## src/rtl/gtf_link_supervisor_if.sv

```systemverilog
// Signal bundle between the GTF link supervisor (slave) and the GT wizard / status logic (master).
interface gtf_link_supervisor_if #(
  parameter int NUM_CHANNEL = 1
) ();
  logic                       gtf_clk_wiz_locked;
  logic [NUM_CHANNEL-1:0]     link_status_in;
  logic [NUM_CHANNEL-1:0]     link_down_latched_clr;
  logic [NUM_CHANNEL-1:0]     ch_retry_clr;
  logic [NUM_CHANNEL-1:0]     ch_reset_out;
  logic [NUM_CHANNEL-1:0]     link_stable;
  logic [NUM_CHANNEL-1:0]     link_down_latched;
  logic [8*NUM_CHANNEL-1:0]   link_loss_cnt;
  logic [NUM_CHANNEL-1:0]     retry_exhausted;
  logic                       global_busy;

  modport master (
    output gtf_clk_wiz_locked, link_status_in, link_down_latched_clr, ch_retry_clr,
    input  ch_reset_out, link_stable, link_down_latched, link_loss_cnt, retry_exhausted, global_busy
  );

  modport slave (
    input  gtf_clk_wiz_locked, link_status_in, link_down_latched_clr, ch_retry_clr,
    output ch_reset_out, link_stable, link_down_latched, link_loss_cnt, retry_exhausted, global_busy
  );
endinterface

```

## src/rtl/gtf_link_supervisor.sv

```systemverilog
// Power-up sequencer plus per-channel GT reset / link qualification FSMs.
// Build option GTF_LINK_AUTO_RESET_EN adds a link timeout, automatic retries and a FAIL state.
module gtf_link_supervisor #(
  parameter int NUM_CHANNEL   = 1,
  parameter int POWERUP_DELAY = 100,
  parameter int RESET_CYCLES  = 16,
  parameter int STABLE_CYCLES = 2048,
  parameter int LINK_TIMEOUT  = 1000000,
  parameter int MAX_RETRIES   = 4
) (
  input logic                  freerun_clk,
  input logic                  hb_gtwiz_reset_all_in,
  gtf_link_supervisor_if.slave sup
);

  localparam int PW = $clog2(POWERUP_DELAY + 1);
  localparam int RW = (RESET_CYCLES > 1) ? $clog2(RESET_CYCLES) : 1;
  localparam int QW = $clog2(STABLE_CYCLES);
  localparam logic [PW-1:0] PWR_LOAD  = PW'(POWERUP_DELAY);
  localparam logic [RW-1:0] RST_LAST  = RW'(RESET_CYCLES - 1);
  localparam logic [QW-1:0] QUAL_LAST = QW'(STABLE_CYCLES - 1);

  if (NUM_CHANNEL < 1 || POWERUP_DELAY < 1 || RESET_CYCLES < 1 || STABLE_CYCLES < 2 ||
      LINK_TIMEOUT < 2 || MAX_RETRIES < 1) begin : g_param_check
    $error("gtf_link_supervisor: parameter out of range");
  end

  typedef enum logic [2:0] {
    CH_RST    = 3'd0,
    WAIT_LINK = 3'd1,
    QUALIFY   = 3'd2,
    STABLE    = 3'd3,
    FAIL      = 3'd4
  } ch_state_e;

  logic                     locked_meta_q, locked_meta_d, locked_sync_q, locked_sync_d;
  logic [NUM_CHANNEL-1:0]   link_meta_q, link_meta_d, link_sync_q, link_sync_d;
  logic [PW-1:0]            pwr_timer_q, pwr_timer_d;
  logic                     global_busy_q, global_busy_d;
  ch_state_e                state_q [NUM_CHANNEL];
  ch_state_e                state_d [NUM_CHANNEL];
  logic [RW-1:0]            rst_cnt_q [NUM_CHANNEL];
  logic [RW-1:0]            rst_cnt_d [NUM_CHANNEL];
  logic [QW-1:0]            qual_cnt_q [NUM_CHANNEL];
  logic [QW-1:0]            qual_cnt_d [NUM_CHANNEL];
  logic [NUM_CHANNEL-1:0]   loss_s;
  logic [NUM_CHANNEL-1:0]   ch_reset_q, ch_reset_d, link_stable_q, link_stable_d;
  logic [NUM_CHANNEL-1:0]   latched_q, latched_d;
  logic [8*NUM_CHANNEL-1:0] loss_cnt_q, loss_cnt_d;
`ifdef GTF_LINK_AUTO_RESET_EN
  localparam int TW = $clog2(LINK_TIMEOUT);
  localparam int YW = $clog2(MAX_RETRIES + 1);
  localparam logic [TW-1:0] TMO_LAST   = TW'(LINK_TIMEOUT - 1);
  localparam logic [YW-1:0] RETRY_LAST = YW'(MAX_RETRIES - 1);
  logic [TW-1:0]            tmo_cnt_q [NUM_CHANNEL];
  logic [TW-1:0]            tmo_cnt_d [NUM_CHANNEL];
  logic [YW-1:0]            retry_q [NUM_CHANNEL];
  logic [YW-1:0]            retry_d [NUM_CHANNEL];
  logic [NUM_CHANNEL-1:0]   retry_exh_q, retry_exh_d;
`endif

  // Next-state logic: synchronisers, power-up timer, channel FSMs and loss bookkeeping.
  always_comb begin
    locked_meta_d = sup.gtf_clk_wiz_locked;
    locked_sync_d = locked_meta_q;
    link_meta_d   = sup.link_status_in;
    link_sync_d   = link_meta_q;
    if (!locked_sync_q) begin
      pwr_timer_d = PWR_LOAD;
    end else if (pwr_timer_q != '0) begin
      pwr_timer_d = pwr_timer_q - PW'(1);
    end else begin
      pwr_timer_d = pwr_timer_q;
    end
    // Channels obey the busy value being registered so they and global_busy move together.
    global_busy_d = !locked_sync_q || (pwr_timer_q != '0);
    loss_s        = '0;
    state_d       = state_q;
    rst_cnt_d     = rst_cnt_q;
    qual_cnt_d    = qual_cnt_q;
    ch_reset_d    = '0;
    link_stable_d = '0;
    latched_d     = latched_q;
    loss_cnt_d    = loss_cnt_q;
`ifdef GTF_LINK_AUTO_RESET_EN
    tmo_cnt_d     = tmo_cnt_q;
    retry_d       = retry_q;
    retry_exh_d   = '0;
`endif
    for (int i = 0; i < NUM_CHANNEL; i++) begin
      if (global_busy_d) begin
        state_d[i]    = CH_RST;
        rst_cnt_d[i]  = '0;
        qual_cnt_d[i] = '0;
`ifdef GTF_LINK_AUTO_RESET_EN
        tmo_cnt_d[i]  = '0;
        retry_d[i]    = '0;
`endif
      end else begin
        case (state_q[i])
          CH_RST: begin
            if (rst_cnt_q[i] == RST_LAST) begin
              state_d[i]   = WAIT_LINK;
              rst_cnt_d[i] = '0;
            end else begin
              rst_cnt_d[i] = rst_cnt_q[i] + RW'(1);
            end
          end
          WAIT_LINK: begin
            if (link_sync_q[i]) begin
              state_d[i]    = QUALIFY;
              qual_cnt_d[i] = QW'(1);
`ifdef GTF_LINK_AUTO_RESET_EN
              tmo_cnt_d[i]  = '0;
            end else if (tmo_cnt_q[i] == TMO_LAST) begin
              tmo_cnt_d[i]  = '0;
              retry_d[i]    = retry_q[i] + YW'(1);
              state_d[i]    = (retry_q[i] == RETRY_LAST) ? FAIL : CH_RST;
            end else begin
              tmo_cnt_d[i]  = tmo_cnt_q[i] + TW'(1);
            end
`else
            end else begin
              state_d[i]    = WAIT_LINK;
            end
`endif
          end
          QUALIFY: begin
            if (!link_sync_q[i]) begin
              state_d[i]    = WAIT_LINK;
              qual_cnt_d[i] = '0;
            end else if (qual_cnt_q[i] == QUAL_LAST) begin
              state_d[i]    = STABLE;
              qual_cnt_d[i] = '0;
`ifdef GTF_LINK_AUTO_RESET_EN
              retry_d[i]    = '0;
`endif
            end else begin
              qual_cnt_d[i] = qual_cnt_q[i] + QW'(1);
            end
          end
          STABLE: begin
            if (!link_sync_q[i]) begin
              loss_s[i]  = 1'b1;
`ifdef GTF_LINK_AUTO_RESET_EN
              retry_d[i] = retry_q[i] + YW'(1);
              state_d[i] = (retry_q[i] == RETRY_LAST) ? FAIL : CH_RST;
`else
              state_d[i] = WAIT_LINK;
`endif
            end else begin
              state_d[i] = STABLE;
            end
          end
`ifdef GTF_LINK_AUTO_RESET_EN
          FAIL: begin
            if (sup.ch_retry_clr[i]) begin
              state_d[i] = CH_RST;
              retry_d[i] = '0;
            end else begin
              state_d[i] = FAIL;
            end
          end
`endif
          default: state_d[i] = CH_RST;
        endcase
      end
      ch_reset_d[i]    = (state_d[i] == CH_RST);
      link_stable_d[i] = (state_d[i] == STABLE);
`ifdef GTF_LINK_AUTO_RESET_EN
      retry_exh_d[i]   = (state_d[i] == FAIL);
`endif
      // A loss in the same cycle as a clear wins: latch stays set and the count restarts at 1.
      if (loss_s[i]) begin
        latched_d[i] = 1'b1;
        if (sup.link_down_latched_clr[i]) begin
          loss_cnt_d[8*i +: 8] = 8'd1;
        end else if (loss_cnt_q[8*i +: 8] == 8'hFF) begin
          loss_cnt_d[8*i +: 8] = 8'hFF;
        end else begin
          loss_cnt_d[8*i +: 8] = loss_cnt_q[8*i +: 8] + 8'd1;
        end
      end else if (sup.link_down_latched_clr[i]) begin
        latched_d[i]         = 1'b0;
        loss_cnt_d[8*i +: 8] = 8'd0;
      end else begin
        latched_d[i]         = latched_q[i];
        loss_cnt_d[8*i +: 8] = loss_cnt_q[8*i +: 8];
      end
    end
  end

  // State and output registers.
  always_ff @(posedge freerun_clk or posedge hb_gtwiz_reset_all_in) begin
    if (hb_gtwiz_reset_all_in) begin
      locked_meta_q <= 1'b0;
      locked_sync_q <= 1'b0;
      link_meta_q   <= '0;
      link_sync_q   <= '0;
      pwr_timer_q   <= PWR_LOAD;
      global_busy_q <= 1'b1;
      ch_reset_q    <= '1;
      link_stable_q <= '0;
      latched_q     <= '0;
      loss_cnt_q    <= '0;
      for (int i = 0; i < NUM_CHANNEL; i++) begin
        state_q[i]    <= CH_RST;
        rst_cnt_q[i]  <= '0;
        qual_cnt_q[i] <= '0;
`ifdef GTF_LINK_AUTO_RESET_EN
        tmo_cnt_q[i]  <= '0;
        retry_q[i]    <= '0;
`endif
      end
`ifdef GTF_LINK_AUTO_RESET_EN
      retry_exh_q   <= '0;
`endif
    end else begin
      locked_meta_q <= locked_meta_d;
      locked_sync_q <= locked_sync_d;
      link_meta_q   <= link_meta_d;
      link_sync_q   <= link_sync_d;
      pwr_timer_q   <= pwr_timer_d;
      global_busy_q <= global_busy_d;
      ch_reset_q    <= ch_reset_d;
      link_stable_q <= link_stable_d;
      latched_q     <= latched_d;
      loss_cnt_q    <= loss_cnt_d;
      state_q       <= state_d;
      rst_cnt_q     <= rst_cnt_d;
      qual_cnt_q    <= qual_cnt_d;
`ifdef GTF_LINK_AUTO_RESET_EN
      tmo_cnt_q     <= tmo_cnt_d;
      retry_q       <= retry_d;
      retry_exh_q   <= retry_exh_d;
`endif
    end
  end

  assign sup.global_busy       = global_busy_q;
  assign sup.ch_reset_out      = ch_reset_q;
  assign sup.link_stable       = link_stable_q;
  assign sup.link_down_latched = latched_q;
  assign sup.link_loss_cnt     = loss_cnt_q;
`ifdef GTF_LINK_AUTO_RESET_EN
  assign sup.retry_exhausted   = retry_exh_q;
`else
  logic retry_clr_unused_s;
  assign retry_clr_unused_s    = ^sup.ch_retry_clr;
  assign sup.retry_exhausted   = '0;
`endif

endmodule

```

## src/flat_wrapper.sv

```systemverilog
// flat-port wrapper written by rule: the top's interface ports become plain ports
module gtf_link_supervisor_flat 
#(
  parameter int NUM_CHANNEL   = 1,
  parameter int POWERUP_DELAY = 100,
  parameter int RESET_CYCLES  = 16,
  parameter int STABLE_CYCLES = 2048,
  parameter int LINK_TIMEOUT  = 1000000,
  parameter int MAX_RETRIES   = 4
)
  (freerun_clk, hb_gtwiz_reset_all_in, sup_gtf_clk_wiz_locked, sup_link_status_in, sup_link_down_latched_clr, sup_ch_retry_clr, sup_ch_reset_out, sup_link_stable, sup_link_down_latched, sup_link_loss_cnt, sup_retry_exhausted, sup_global_busy);
  gtf_link_supervisor_if #(.NUM_CHANNEL(NUM_CHANNEL)) sup_i ();
  input logic freerun_clk;
  input logic hb_gtwiz_reset_all_in;
  input wire logic [$bits(sup_i.gtf_clk_wiz_locked)-1:0] sup_gtf_clk_wiz_locked;
  input wire logic [$bits(sup_i.link_status_in)-1:0] sup_link_status_in;
  input wire logic [$bits(sup_i.link_down_latched_clr)-1:0] sup_link_down_latched_clr;
  input wire logic [$bits(sup_i.ch_retry_clr)-1:0] sup_ch_retry_clr;
  output wire logic [$bits(sup_i.ch_reset_out)-1:0] sup_ch_reset_out;
  output wire logic [$bits(sup_i.link_stable)-1:0] sup_link_stable;
  output wire logic [$bits(sup_i.link_down_latched)-1:0] sup_link_down_latched;
  output wire logic [$bits(sup_i.link_loss_cnt)-1:0] sup_link_loss_cnt;
  output wire logic [$bits(sup_i.retry_exhausted)-1:0] sup_retry_exhausted;
  output wire logic [$bits(sup_i.global_busy)-1:0] sup_global_busy;
  assign sup_i.gtf_clk_wiz_locked = sup_gtf_clk_wiz_locked;
  assign sup_i.link_status_in = sup_link_status_in;
  assign sup_i.link_down_latched_clr = sup_link_down_latched_clr;
  assign sup_i.ch_retry_clr = sup_ch_retry_clr;
  assign sup_ch_reset_out = sup_i.ch_reset_out;
  assign sup_link_stable = sup_i.link_stable;
  assign sup_link_down_latched = sup_i.link_down_latched;
  assign sup_link_loss_cnt = sup_i.link_loss_cnt;
  assign sup_retry_exhausted = sup_i.retry_exhausted;
  assign sup_global_busy = sup_i.global_busy;
  gtf_link_supervisor #(.NUM_CHANNEL(NUM_CHANNEL), .POWERUP_DELAY(POWERUP_DELAY), .RESET_CYCLES(RESET_CYCLES), .STABLE_CYCLES(STABLE_CYCLES), .LINK_TIMEOUT(LINK_TIMEOUT), .MAX_RETRIES(MAX_RETRIES)) u_core (.freerun_clk(freerun_clk), .hb_gtwiz_reset_all_in(hb_gtwiz_reset_all_in), .sup(sup_i));
endmodule
```

## config.mk

```make
export PLATFORM = sky130hd
export DESIGN_NAME = gtf_link_supervisor_flat
export DESIGN_NICKNAME = d
export VERILOG_FILES = /design/src/rtl/gtf_link_supervisor_if.sv /design/src/rtl/gtf_link_supervisor.sv /design/src/flat_wrapper.sv
export SDC_FILE = /design/constraint.sdc
export NUM_CORES = 1
export LEC_CHECK = 0
export CAP_MARGIN = 20
export CORE_AREA = 3 3 54 80
export DETAILED_ROUTE_END_ITERATION = 8
export DIE_AREA = 0 0 57 83
export MAX_ROUTING_LAYER = met4
export PLACE_DENSITY = 0.75
export RECOVER_POWER = 100
export SLEW_MARGIN = 20
export SYNTH_ARGS = -nofsm -noshare
export SYNTH_HDL_FRONTEND = slang
export SYNTH_SLANG_ARGS = --single-unit
```

## constraint.sdc

```tcl
create_clock -name freerun_clk -period 2.6 [get_ports freerun_clk]
set_input_delay 0.26 -clock freerun_clk [delete_from_list [all_inputs] [get_ports freerun_clk]]
set_output_delay 0.26 -clock freerun_clk [all_outputs]
set_load 0.05 [all_outputs]
```

Word level (Yosys, flattened, before mapping):

Index checks and enable logic that the tools add are counted.

* bits in registers: 41
* word-level logic and storage cells: 61

* multiplexer cells: 26
* $add $sub $neg: 4
* equality and inequality tests: 9
* reduce and logical (&&, ||, !) cells: 9

Operators by type and width (count)
* $mux W11: 4
* $mux W8: 4
* $pmux W11 S2: 1
* $mux W7: 2
* $mux W3: 4
* $mux W4: 3
* $pmux W3 S4: 1
* $add A11 B1 Y11 const B: 1
* $eq A11 B11 Y1 const B: 1
* $eq A3 B2 Y1 const B: 3
* $add A8 B1 Y8 const B: 1
* $eq A8 B8 Y1 const B: 1
* $reduce_bool A7 Y1: 1
* $sub A7 B1 Y7 const B: 1
* $logic_not A3 Y1: 2
* $mux W1: 5
* $add A4 B1 Y4 const B: 1
* $eq A4 B4 Y1 const B: 1
* $mux W2: 2
* $reduce_bool A2 Y1: 2
* $eq A3 B1 Y1 const B: 1
* $ne A3 B1 Y1 const B: 1
* $reduce_bool A3 Y1: 1
* $ne A2 B2 Y1 const B: 1
* 3 further kinds: 3

Logic depth before layout (Yosys ltp):

Gate-level depths: netlist of the first run.

* word-level depth: 6
* mapped depth: 8
* depth with buffers taken out: 7

Worst setup path after synthesis of the first run:

No wires, ideal clock.

* path kind: register to register
* from: register u_core.pwr_timer_q[0]
* to: register u_core.loss_cnt_q[5], in the netlist u_core.sup.link_loss_cnt[5]
* period minus slack after synthesis: 2259 ps
* data required time: 2504 ps
* library setup time: 96 ps
* cell stages (with the launch flop): 9
* path buffers: 1
* arrival time: 2163 ps
* setup slack: 341 ps
* cells stage by stage: dfrtp_1 inv_1 ha_1 or4b_4 buf_6 or4_4 nor2_4 a21oi_1 a311oi_2

* longest elaborated chain between the ends: 4

Ends and longest elaborated chain
* from (decl): line gtf_link_supervisor.sv:38 `logic [PW-1:0] pwr_timer_q, pwr_timer_d;`
* from (signal assigned): line gtf_link_supervisor.sv:223 `pwr_timer_q <= pwr_timer_d;`
* $reduce_bool A7 Y1 *: line gtf_link_supervisor.sv:76 `global_busy_d = !locked_sync_q || (pwr_timer_q != '0);`
* $logic_or A1 B1 Y1 *: line gtf_link_supervisor.sv:76
* $mux W1 *: line gtf_link_supervisor.sv:91 `if (global_busy_d) begin`
* $mux W8 or $reduce_bool A2 Y1 (tied branches)
* to (signal assigned): line gtf_link_supervisor.sv:228 `loss_cnt_q <= loss_cnt_d;`
* to (decl): line gtf_link_supervisor.sv:49 `logic [8*NUM_CHANNEL-1:0] loss_cnt_q, loss_cnt_d;`

Every way passes the cells marked *; elsewhere a longest branch is shown, timed or not.
A chain may end at the register's enable or synchronous reset.

Worst setup path in the final report of the first run:

Same ends and word-level chain as after synthesis.

==> impl_metrics.csv, run 1 <==
group,metric,value,unit
logic_synthesis,yosysUniqueCellTypes,50,
logic_synthesis,netlist.area_leader.share,44.5,%
clock_network,cts.clk_slew.worst_paths,0.08,ns
place,portBuffers,16,
route,vias,1577,
logic_synthesis,yosys.area_share.adder,2.47,%
route,viasPerCell,5.82,
critical_path,crit_required,2.80,ns
sta,final-setup-viol-count,0,
logic_synthesis,synth_area_leaders,"dfrtp_1, dfstp_2, nand2_1",
critical_path,worstSetupStartpointType,"flip-flop",
finish,fin_nets,237,
logic_synthesis,synth_edf_count,0,
logic_synthesis,yosysSeqAreaShare,51.0,%
critical_path,cp-end-kind,"flip-flop",
route,met1_length,1630,um
clock_network,cts-resized-gates,0,
die,start_util,54.4,%
die,dieArea,4730,um^2
global_route,grt_overflow,0,
clock_network,cts_tree,"yes",
run,max_cap_viol_count,0,
sta,fin_setup_tns,0,ns
logic_synthesis,synth_xor_area_share,3.46,%
global_route,antenna_found_initial,0,
critical_path,critPathMaxFanout,6,
global_route,grt_first_pass_wirelength,6860,um
finish,antennaDiodeCount,0,
logic_synthesis,yosysTopAreaCell,"dfrtp_1",
die,core,3720,um^2
clock_network,clockBufferDepth,2,
sta,min_period,2.41,ns
sta,rsz0062_at_grt,"false",
finish,fin_cells,271,
route,wl,3720,um
route,highest_layer,"met4",
clock_network,htree_levels,2,
logic_synthesis,synth_commonest_cells,"dfrtp_1, nand2_1, nor2_1",
critical_path,critPathKind,"flip-flop to flip-flop",
logic_synthesis,ys.warnings.count,0,
logic_synthesis,synth_mux_area_share,0.495,%
sta,worst_pin_slew,0.976,ns
logic_synthesis,synth_top_family_by_area,"simple AND/OR/NAND/NOR gates",
clock_network,clockRootBuffer,"clkbuf_8",
route,first_iter_violations,53,
critical_path,cp_slowest_cell,"or4b_1",
sta,fin_crit_sh,92.7,%
worst_hold_path,hold_path.class,"flip-flop to flip-flop",
logic_synthesis,synth_compound_area_share,14.7,%
route,route.met3.wl,112,um
critical_path,arrival,2.61,ns
place,dp.cells,263,
logic_synthesis,async_flop_share,100,%
clock_network,cts_made_buffers,5,
clock_network,clock_latency,0.29,ns
sta,relSlewSlack,35.0,%
finish,area_growth_syn_to_layout,14.8,%
sta,finClkSkew,0.00951,ns
pwr,power_density,542,nW/um^2
global_route,grt_pass1_vias,1550,
route,ant_nets,0,
logic_synthesis,synth_area,2020,um^2
sta,hold_viol_final,0,
die,rows,27,
pwr,p_leak,0.00101,uW
die,die_w,57,um
global_route,grtUsageTotal,18.4,%
place,gp_routability_congestion,0.842,
logic_synthesis,synth_area_per_cell,9.92,um^2
clock_network,post_cts_buffers,0,
finish,n_fill_cell,332,
logic_synthesis,synthesis.instances,204,
route,drcViolationCount,0,
die,io_pins,19,
critical_path,max_stage_delay,0.56,ns
route,wl_met2,1910,um
global_route,grt_max_degree,42,
logic_synthesis,yosysMostFrequentCell,"dfrtp_1",
clock_network,cts.sinks,41,
run_status,status,"finished, final reports clean",
critical_path,crit_chain,"inv_1 -> ha_1 -> or4b_1 -> or4_1 -> nor2_1 -> a21oi_1 -> a311oi_2",
place,dp_hpwl,2600,um
critical_path,path_delay_family,"simple AND/OR/NAND/NOR gates",
sta,fmax,0.415,GHz
pwr,finalPower,1260,uW
finish,layout-drive-gt1-share,9.21,%
finish,postLayoutCoreUtil,62.5,%
route,wl_per_cell,13.7,um
logic_synthesis,dominantRegCellSynth,"dfrtp_1",
sta,maxSlewViolCount,0,
logic_synthesis,synthSimpleGateAreaFrac,24.7,%
route,dr.pass1.iters,4,
clock_network,ctsHoldBuffers,0,
die,fp.dieH,83,um
pwr,ir_drop,0.000439,V
critical_path,path_buf_inv,1,
logic_synthesis,synth_seq_cells,41,
==> metal layers <==
layer  vias up  global-route usage, %
met1       768                   23.4
met3         8                   4.35
met5         -                      -
met4         0                   7.17
met2        25                   28.2
li1        776                      -
==> layout by cell type, fill, tap and decap left out, drive strengths merged, types with 3 or more instances in the layout <==
cell type	n
nand2	24
and2	5
o21ai	10
xnor2	4
a211oi	4
ha	4
clkbuf	9
dfrtp	36
nand2b	4
xor2	4
a31oi	5
nor2	20
nand3	8
nand4	3
a22o	4
dlygate4sd3	15
a21oi	11
nor3	9
nor4	4
dfstp	5
and3	3
inv	8
==> power by group <==
| part | switching [uW] | internal [uW] |
|---|---|---|
| clock | 213 | 313 |
| sequential | 15.3 | 655 |
| combinational | 36.8 | 25.3 |
==> worst paths after layout <==
kind,start,end,slack [ns],cells after the start
min in group asynchronous,hb_gtwiz_reset_all_in,u_core.rst_cnt_q[3],0.71,3
setup reg to reg,u_core.pwr_timer_q[0],u_core.sup.link_loss_cnt[5],0.19,7
hold / removal,u_core.link_meta_q,u_core.link_sync_q,0.35,0
hold reg to reg,u_core.link_meta_q,u_core.link_sync_q,0.35,0
setup / recovery,u_core.pwr_timer_q[0],u_core.sup.link_loss_cnt[5],0.19,7
max in group asynchronous,hb_gtwiz_reset_all_in,u_core.link_meta_q,1.28,3
==> area by class of cell <==
| class | instances | area (um^2) | share of cell area [%] |
|---|---|---|---|
| Clock buffer | 7 | 86.3 | 3.72 |
| Clock inverter | 1 | 30.0 | 1.29 |
| Inverter | 8 | 30.0 | 1.29 |
| Multi-Input combinational cell | 151 | 905 | 39.0 |
| Sequential cell | 41 | 1030 | 44.5 |
| Tap cell | 43 | 53.8 | 2.32 |
| Timing Repair Buffer | 20 | 185 | 7.97 |
==> state kept, by name, indices dropped and copies added, names as in the netlist <==
register	flops
u_core.link_meta_q	1
u_core.link_sync_q	1
u_core.locked_meta_q	1
u_core.locked_sync_q	1
u_core.pwr_timer_q	7
u_core.qual_cnt_q	11
u_core.rst_cnt_q	4
u_core.state_q	3
u_core.sup.ch_reset_out	1
u_core.sup.global_busy	1
u_core.sup.link_down_latched	1
u_core.sup.link_loss_cnt	8
u_core.sup.link_stable	1
==> through the flow <==
step                      cell area (um^2)  hold WS, ns  setup WS [ns]
after global placement                2240        0.334          0.367
after floorplan                       2030        0.291          0.341
after global routing                  2320        0.364         0.0748
final                                 2320        0.349          0.189
after CTS                             2360        0.352          0.322
after detailed placement              2240        0.335          0.338
==> logic make-up (layout without fill, tap and decap cells) <==
family,Yosys count,count (layout)
flip-flops,41,41
other,1,2
buffers and inverters,13,36
AND/OR/NAND/NOR,92,92
multiplexers,1,1
adder cells (fa/ha/maj),4,4
XOR/XNOR,8,8
AO/OA/AOI/OAI,44,44
(Power assumes the default switching activity.)
==> run 2: changes to the inputs <==
Settings changed: GPL_TIMING_DRIVEN set to 0.
==> run 2 against run 1 <==
  * Sequential share of layout area down 0.36 points
  * Sequential power about the same
  * Final area up 0.81%
  * Via count up 0.57%
  * Flip-flop and latch count unchanged
  * Non-clock buffer count up 1
  * Critical path depth up 1
  * Wire length down 1.3%
  * Combinational power up 10%
  * Setup slack worse by 0.0017 ns
  * First-iteration DRC count up 47%
  * Utilization up 0.50 points
  * Largest power group unchanged
  * Highest routed layer unchanged
==> impl_metrics.csv, run 2 (synthesized netlist as in run 1, its figures left out) <==
group,metric,value,unit
critical_path,crit_chain,"inv_1 -> ha_1 -> or4b_1 -> buf_6 -> nor4_4 -> nand2_1 -> nor4_1 -> nor3_1",
die,die_w,57,um
die,dieArea,4730,um^2
pwr,power_density,541,nW/um^2
clock_network,clock_latency,0.29,ns
sta,relSlewSlack,12.9,%
route,first_iter_violations,78,
route,viasPerCell,5.83,
critical_path,cp_slowest_cell,"nor4_4",
die,fp.dieH,83,um
clock_network,post_cts_buffers,0,
global_route,grt_first_pass_wirelength,6760,um
global_route,grtUsageTotal,18.1,%
finish,final_cell_mix,"dfrtp_1, nand2_1, nor2_1",
sta,fin_crit_sh,92.8,%
sta,fin_setup_tns,0,ns
critical_path,critPathMaxFanout,9,
run_status,status,"finished, final reports clean",
sta,finClkSkew,0.00793,ns
critical_path,worstSetupStartpointType,"flip-flop",
run,max_cap_viol_count,0,
place,dp_hpwl,2660,um
critical_path,path_delay_family,"simple AND/OR/NAND/NOR gates",
clock_network,cts_made_buffers,5,
sta,rsz0062_at_grt,"false",
finish,fin_nets,238,
route,drcViolationCount,0,
finish,fin_cells,272,
worst_hold_path,hold_path.class,"input pin to flip-flop",
critical_path,path_buf_inv,2,
global_route,antenna_found_initial,0,
route,ant_nets,0,
clock_network,clockRootBuffer,"clkbuf_8",
finish,regMostFlops,"u_core.qual_cnt_q",
critical_path,crit_required,2.77,ns
place,gp_routability_congestion,0.873,
route,vias,1586,
finish,final_common_cell,"dfrtp_1",
pwr,ir_drop,0.000497,V
die,core,3720,um^2
place,dp.cells,264,
clock_network,cts.sinks,41,
global_route,grt_max_degree,26,
pwr,p_leak,0.00102,uW
die,start_util,54.4,%
route,wl,3670,um
pwr,finalPower,1270,uW
finish,layout-drive-gt1-share,9.61,%
sta,maxSlewViolCount,0,
sta,hold_viol_final,0,
clock_network,clockBufferDepth,2,
clock_network,cts.clk_slew.worst_paths,0.08,ns
clock_network,cts_tree,"yes",
die,rows,27,
critical_path,max_stage_delay,0.51,ns
finish,largest_reg_flops,11,
route,dr.pass1.iters,4,
global_route,grt_overflow,0,
die,io_pins,19,
clock_network,htree_levels,2,
critical_path,critPathKind,"flip-flop to flip-flop",
route,wl_per_cell,13.5,um
place,portBuffers,15,
finish,area_growth_syn_to_layout,15.7,%
clock_network,ctsHoldBuffers,0,
global_route,grt_pass1_vias,1568,
sta,fmax,0.414,GHz
finish,antennaDiodeCount,0,
critical_path,cp-end-kind,"flip-flop",
critical_path,arrival,2.58,ns
sta,final-setup-viol-count,0,
sta,worst_pin_slew,1.31,ns
sta,min_period,2.41,ns
finish,n_fill_cell,309,
run 2: cell types whose count changed in the layout (fill, tap and decap cells not counted), sizes merged:
cell,change
buf,+1
clkdlybuf4s50,-1
clkinvlp,+1
run 2: final timing paths:
| check | end | from | slack (ns) | depth (start not counted) |
|---|---|---|---|---|
| min | u_core.sup.link_loss_cnt[2] | sup_link_down_latched_clr | 0.34 | 2 |
| max in group asynchronous | u_core.pwr_timer_q[0] | hb_gtwiz_reset_all_in | 0.50 | 3 |
| max reg2reg | u_core.sup.link_loss_cnt[6] | u_core.pwr_timer_q[0] | 0.19 | 8 |
| max | u_core.sup.link_loss_cnt[6] | u_core.pwr_timer_q[0] | 0.19 | 8 |
| min reg2reg | u_core.locked_sync_q | u_core.locked_meta_q | 0.35 | 0 |
| min in group asynchronous | u_core.rst_cnt_q[3] | hb_gtwiz_reset_all_in | 0.48 | 2 |
run 2: what timing repair did:
item                       in CTS  in global routing
resized for setup               0                  2
hold endpoints to repair        0                  0
setup endpoints to repair       0                  3
run 2: cell type report:
| cell class | instances | area [um^2] | share of cell area, % |
|---|---|---|---|
| flip-flops and latches | 41 | 1030 | 44.1 |
| multi-input cells | 151 | 920 | 39.3 |
| clock inverters | 2 | 37.5 | 1.60 |
| clock buffers | 6 | 82.6 | 3.53 |
| well taps | 43 | 53.8 | 2.30 |
| inverters | 8 | 30.0 | 1.28 |
| repair buffers | 16 | 154 | 6.57 |
| plain buffers | 5 | 31.3 | 1.34 |
run 2: per-stage QoR:
step	worst slack, ns	utilization [%]	hold slack [ns]	instance area (um^2)
after floorplan	0.341	-	0.291	2030
after global placement	0.151	60.0	0.333	2230
after detailed placement	0.174	60.6	0.336	2250
after CTS	0.160	63.8	0.265	2370
after global routing	0.0118	63.0	0.361	2340
final	0.187	63.0	0.338	2340
run 2: layer usage:
metal / track usage [%] / wire length [um] / vias to the layer above
li1: - / - / 778
met1: 21.8 / 1580 / 768
met2: 28.3 / 1900 / 36
met3: 3.89 / 106 / 4
met4: 9.07 / 79 / 0
met5: - / 0 / -
run 2: power by group:
part	total, uW	switching (uW)	internal [uW]
Combinational	68.6	40.0	28.5
Sequential	669	14.3	655
Clock	528	216	312
Total	1270	270	996
